===== src/rtl/instr_fetch.sv =====
// Instruction fetch stage for the 5-cycle-per-instruction core: one memory
// request per instruction window, fetched word held in an instruction register.
module instr_fetch (
    input  logic        clk,
    input  logic        reset,
    input  logic [31:0] i_addr,
    input  logic        can_write,
    output logic        imem_req,
    output logic [31:0] imem_addr,
    input  logic        imem_ack,
    input  logic [31:0] imem_rdata,
    output logic [31:0] instr,
    output logic        instr_valid,
    output logic [6:0]  opcode,
    output logic [4:0]  rd,
    output logic [2:0]  funct3,
    output logic [4:0]  rs1,
    output logic [4:0]  rs2,
    output logic [6:0]  funct7,
    output logic        fetch_fault,
    output logic [1:0]  fault_cause,
    output logic [31:0] fetch_count
);

    localparam logic [31:0] NOP_INSTR      = 32'h0000_0013;
    localparam logic [1:0]  CAUSE_NONE     = 2'b00;
    localparam logic [1:0]  CAUSE_TIMEOUT  = 2'b01;
    localparam logic [1:0]  CAUSE_MISALIGN = 2'b10;

    typedef enum logic [1:0] {
        IDLE  = 2'b00,
        REQ   = 2'b01,
        DONE  = 2'b10,
        ABORT = 2'b11
    } state_e;

    state_e      state_q, state_d;
    logic [31:0] instr_q, instr_d;
    logic        instr_valid_q, instr_valid_d;
    logic        fetch_fault_q, fetch_fault_d;
    logic [1:0]  fault_cause_q, fault_cause_d;
    logic [31:0] fetch_count_q, fetch_count_d;
    logic        misaligned_s;

    // A word fetch must be 4-byte aligned; otherwise no request is issued at all.
    assign misaligned_s = (i_addr[1:0] != 2'b00);

    // State register.
    always_ff @(posedge clk or negedge reset) begin
        if (!reset) begin
            state_q <= IDLE;
        end else begin
            state_q <= state_d;
        end
    end

    // Next-state logic; misalignment outranks the acknowledge.
    always_comb begin
        state_d = state_q;
        case (state_q)
            IDLE:  state_d = REQ;
            REQ: begin
                if (misaligned_s) begin
                    state_d = DONE;
                end else if (imem_ack && !can_write) begin
                    state_d = DONE;
                end else if (!imem_ack && can_write) begin
                    state_d = ABORT;
                end else begin
                    // Includes the late acknowledge: stay and request the next address.
                    state_d = REQ;
                end
            end
            DONE: begin
                if (can_write) begin
                    state_d = REQ;
                end else begin
                    state_d = DONE;
                end
            end
            ABORT:   state_d = REQ;
            default: state_d = IDLE;
        endcase
    end

    // Memory interface outputs decoded from the state.
    always_comb begin
        imem_req  = 1'b0;
        imem_addr = i_addr;
        case (state_q)
            REQ:     imem_req = !misaligned_s;
            default: imem_req = 1'b0;
        endcase
    end

    // Instruction register, status and counter updates.
    always_comb begin
        instr_d       = instr_q;
        instr_valid_d = instr_valid_q;
        fetch_fault_d = fetch_fault_q;
        fault_cause_d = fault_cause_q;
        fetch_count_d = fetch_count_q;
        case (state_q)
            REQ: begin
                if (misaligned_s) begin
                    instr_d       = NOP_INSTR;
                    instr_valid_d = 1'b1;
                    fetch_fault_d = 1'b1;
                    fault_cause_d = CAUSE_MISALIGN;
                end else if (imem_ack) begin
                    // A late ack still loads the word but leaves the window unvalidated.
                    instr_d       = imem_rdata;
                    instr_valid_d = !can_write;
                    fetch_count_d = fetch_count_q + 32'd1;
                end else if (can_write) begin
                    instr_d       = NOP_INSTR;
                    instr_valid_d = 1'b0;
                    fetch_fault_d = 1'b1;
                    fault_cause_d = CAUSE_TIMEOUT;
                end else begin
                    instr_d = instr_q;
                end
            end
            DONE: begin
                if (can_write) begin
                    instr_valid_d = 1'b0;
                end else begin
                    instr_valid_d = instr_valid_q;
                end
            end
            default: instr_d = instr_q;
        endcase
    end

    // Datapath registers.
    always_ff @(posedge clk or negedge reset) begin
        if (!reset) begin
            instr_q       <= NOP_INSTR;
            instr_valid_q <= 1'b0;
            fetch_fault_q <= 1'b0;
            fault_cause_q <= CAUSE_NONE;
            fetch_count_q <= 32'd0;
        end else begin
            instr_q       <= instr_d;
            instr_valid_q <= instr_valid_d;
            fetch_fault_q <= fetch_fault_d;
            fault_cause_q <= fault_cause_d;
            fetch_count_q <= fetch_count_d;
        end
    end

    assign instr       = instr_q;
    assign instr_valid = instr_valid_q;
    assign fetch_fault = fetch_fault_q;
    assign fault_cause = fault_cause_q;
    assign fetch_count = fetch_count_q;
    assign opcode      = instr_q[6:0];
    assign rd          = instr_q[11:7];
    assign funct3      = instr_q[14:12];
    assign rs1         = instr_q[19:15];
    assign rs2         = instr_q[24:20];
    assign funct7      = instr_q[31:25];

endmodule


===== config.mk =====
export PLATFORM = sky130hd
export DESIGN_NAME = instr_fetch
export DESIGN_NICKNAME = d
export VERILOG_FILES = /design/src/rtl/instr_fetch.sv
export SDC_FILE = /design/constraint.sdc
export NUM_CORES = 1
export LEC_CHECK = 0
export BUFFER_PORTS_ARGS = -buffer_cell sky130_fd_sc_hd__buf_2
export CORE_MARGIN = 1
export CORE_UTILIZATION = 30
export CTS_CLUSTER_DIAMETER = 50
export DETAILED_ROUTE_END_ITERATION = 10
export HOLD_SLACK_MARGIN = 0.15
export PLACE_DENSITY_LB_ADDON = 0.3
export SETUP_SLACK_MARGIN = 0.2
export SYNTH_ARGS = -nofsm -noshare
export SYNTH_HDL_FRONTEND = slang
export SYNTH_SLANG_ARGS = --single-unit

===== constraint.sdc =====
create_clock -name clk -period 1.82 [get_ports clk]
set_input_delay 0.182 -clock clk [delete_from_list [all_inputs] [get_ports clk]]
set_output_delay 0.182 -clock clk [all_outputs]
set_load 0.05 [all_outputs]

==> impl_summary.md <==
Status
The run finished with clean final reports.

Timing
Headroom to the max-slew limit came out at 0.647. The share of the clock period used by the worst path after layout is 0.898. The final number of max-transition violations is 0. Derived from the worst setup path, the maximum achievable clock frequency is 612 MHz.

The number of setup violations in the final report is 0. The minimum clock period is 1.63 ns. The final hold violation count is 0.

Across all setup checks in the final design, the least slack found is 0.185 ns. The final clock skew is 0.00557 ns. Setup repair after global routing could not meet its margin everywhere. The slew at the pin closest to its max-slew limit is 0.527 ns. Summed over all failing endpoints, the final setup total negative slack is 0 ns. Final hold analysis gives a worst-case slack of 0.186 ns.

Yosys
After synthesis the netlist holds a flip-flop and latch count of 70. The count of distinct cell types in the synthesized netlist is 31. The number of warnings reported in the yosys synthesis log is 0. By area the synthesized netlist is led by dfrtp_1, buf_4, a22o_1.

The synthesized net count is 380. The proportion of netlist area held by the largest area contributor is 0.486. The gate count of the mapped netlist is 307.

Of the synthesized area, sequential elements account for 0.509. The mapped netlist covers 3450 um2. The dominant cell type by area after synthesis is dfrtp_1. The mean post-synth cell area is 11.2 um2.

Global route
For this run, the total global-route usage over all layers was measured as 0.138. The pin count of the biggest net entering global routing is 37. The initial antenna violation count is 0. The global-route wire length before repair is 12400 um. The number of global-route vias before repair was 2516. The leftover overflow at the end of global routing is 0.

Power and ir drop
Of the total power, the clock network draws 0.324. The power density over the cells is 1330 nW/um2. The switching power share of the total is 0.403. The power spent charging and discharging nets is 2530 uW. The portion of total power attributed to combinational logic is 0.362.

The share of total power dissipated in sequential elements is 0.314. The total leakage power is 0.00241 uW. The total power after layout is 6280 uW. Cell internal power was estimated by the tool at 3750 uW. The peak supply drop is 642 uV.

Critical path
The worst setup path is launched from a flip-flop. In this design, the stage delay of the slowest critical-path cell is 0.39 ns. STA puts the critical path data required time at 2.03 ns. The signal arrival time at the worst endpoint is 1.85 ns.

The dominant delay contributor by cell family on the critical path is buffers and inverters. The startpoint of the most critical register-to-register path is state_q[1]. The element type at the critical path end is a flip-flop. On the critical path, the stage with the largest delay is an instance of dfrtp_1. Traced cell by cell, the critical path runs through inv_2 -> ha_4 -> nand4bb_4 -> buf_6 -> nor4_4 -> buf_4 -> nand4_1 -> xnor2_1. The classification of the worst setup path is reg2reg.

The most critical setup path has its startpoint at state_q[1]. The sum of buffers and inverters on the critical path is 3. In this run the worst path has a maximum fanout of 6.

Detailed routing
The detail-routed net length per standard cell is 14.3 um. For this run, design rule violations remaining after detail routing come to 0. The starting DRC count in detailed routing is 73. In the routed layout, each cell is associated on average with a via count of 4.61. The length of the first detailed-routing pass in iterations is 4. The number of vias in the routed layout is 2667. The detail route stage leaves a number of antenna-violating nets equal to 0. Wires add up to 8260 um.

Clock tree
The number of buffers on the longest clock path is 2. The number of sinks driven by the clock tree is 70. The clock buffer count from CTS is 9. TritonCTS built the clock tree. The count of H-tree levels built during CTS is 3. After clock tree synthesis, the clock-pin slew on the worst setup and hold paths is 0.06 ns.

The clock tree root buffer cell is clkbuf_16. At the later pin of the worst-skew pair, clock insertion delay measures 0.33 ns.

Place
At the end of routability-driven placement, the weighted congestion stood at 0.808. After detailed placement, the design holds a cell count of 521. Before CTS, the worst setup slack after placement is 0.0676 ns. After legalization and detailed placement, the total HPWL measured 5730 um. The count of buffers added on input and output ports is 140.

Final layout
The count of inserted antenna diode cells is 0. The final cell count without fillers is 578. The filler cells instantiated in the layout total 1052. The fraction of final layout cells with drive strength greater than 1 is 0.479. The number of nets in the final layout is 506. The synthesis-to-finish area growth is 37.0%. Summing all multi-input logic gate instances after layout gives 1210 um2. The commonest non-fill, non-tap cell in the layout is buf_2. In the layout the commonest cells are buf_2, dfrtp_1, dlygate4sd3_1. The area used by sequential logic in the layout is 1780 um2.

Die
The area of the die is 11900 um2. The die extent in y is 109 um. The I/O pin count is 201. In this run the core area contains 38 standard-cell rows. The die width is 109 um.

The region available for standard cell placement spans 11000 um2. The starting density of the core is 0.313.

Min path
The beginning of the worst hold path is can_write. The kind of path behind the tightest hold check is in2reg.

Job
The number of maximum-capacitance constraint violations is 0.
metal layers:
layer | vias up | global-route usage | wire length (um) | part of all wire
met5 | - | 0 | 0 | 0
met2 | 99 | 0.234 | 3960 | 0.48
li1 | 1269 | - | - | -
met4 | 0 | 0.0600 | 167 | 0.020
met3 | 24 | 0.0389 | 480 | 0.058
met1 | 1275 | 0.164 | 3650 | 0.44
registers in the layout, indices dropped and copies added, names as in the netlist:
signal / count
state_q: 2
fetch_count: 32
fault_cause: 2
instr: 32
fetch_fault: 1
instr_valid: 1
worst register-to-register path: stages, from the launching register on:
cell and delay (ns):
dfrtp_1 0.39, inv_2 0.07, ha_4 0.14, nand4bb_4 0.13, buf_6 0.17, nor4_4 0.16
buf_4 0.19, nand4_1 0.13, xnor2_1 0.15
cell type report:
cell class	count	area share
clock inverters	6	0.0231
flip-flops and latches	70	0.377
well taps	140	0.0371
clock buffers	10	0.0506
inverters	6	0.00477
repair buffers	189	0.252
multi-input cells	157	0.256
synth_stat cells:
cell       instances
a21o_1             1
a21oi_1            2
a22o_1            30
a22oi_1            2
and2_1             3
and3_1             7
and4_1             1
buf_1              1
buf_2              3
buf_4             66
clkbuf_1           4
dfrtp_1           67
dfstp_2            3
ha_1               5
inv_1              6
nand2_1           15
nand3_1           13
nand3b_1           1
nand4_1           17
nand4bb_1          1
nor2_1             8
nor3_1             3
nor3_2             1
nor4_1             2
nor4_2             1
nor4_4             2
o21ai_0            5
o22a_1             3
or2_2              3
xnor2_1           26
xor2_1             5
power groups by stage:
stage / Clock [uW] / Sequential [uW] / Combinational (uW)
global placement: 0 / 1980 / 2180
CTS: 2090 / 1970 / 2280
finish: 2040 / 1970 / 2270
floorplan: 0 / 2630 / 1350
detailed placement: 0 / 1990 / 2180
global route: 2160 / 2010 / 2420
cells by family after synthesis:
kind of cell               after synthesis  synth area share
AOI/OAI and AO/OA                       43             0.101
xor gates and xnor gates                31            0.0788
adders and majority gates                5            0.0181
buffers and inverters                   80             0.160
DFF                                     70             0.509
and+or+nand+nor                         78             0.133
repair_timing:
item,4_1_cts,5_1_grt
setup buffers,3,3
pin swaps,0,7
gates resized for setup,6,4
endpoints found under the hold margin,51,0
hold buffers,34,0
cloned,1,0
setup endpoints to repair,21,22
path summary, 6_finish.rpt:
kind | to | slack (ns) | depth (start not counted)
max | fetch_count[23] | 0.19 | 8
min | fault_cause[0] | 0.19 | 3
max reg2reg | fetch_count[23] | 0.19 | 8
min reg2reg | fetch_fault | 0.46 | 1
max in group asynchronous | fetch_count[16] | 0.84 | 3
min in group asynchronous | fetch_count[5] | 0.36 | 2
metrics by stage:
stage | area [um2] | util
2_1_floorplan | 3500 | -
3_3_place_gp | 3930 | 0.357
3_5_place_dp | 3930 | 0.357
4_1_cts | 4690 | 0.425
5_1_grt | 4720 | 0.428
6_report | 4720 | 0.428
Power figures use the tool's default switching activity.
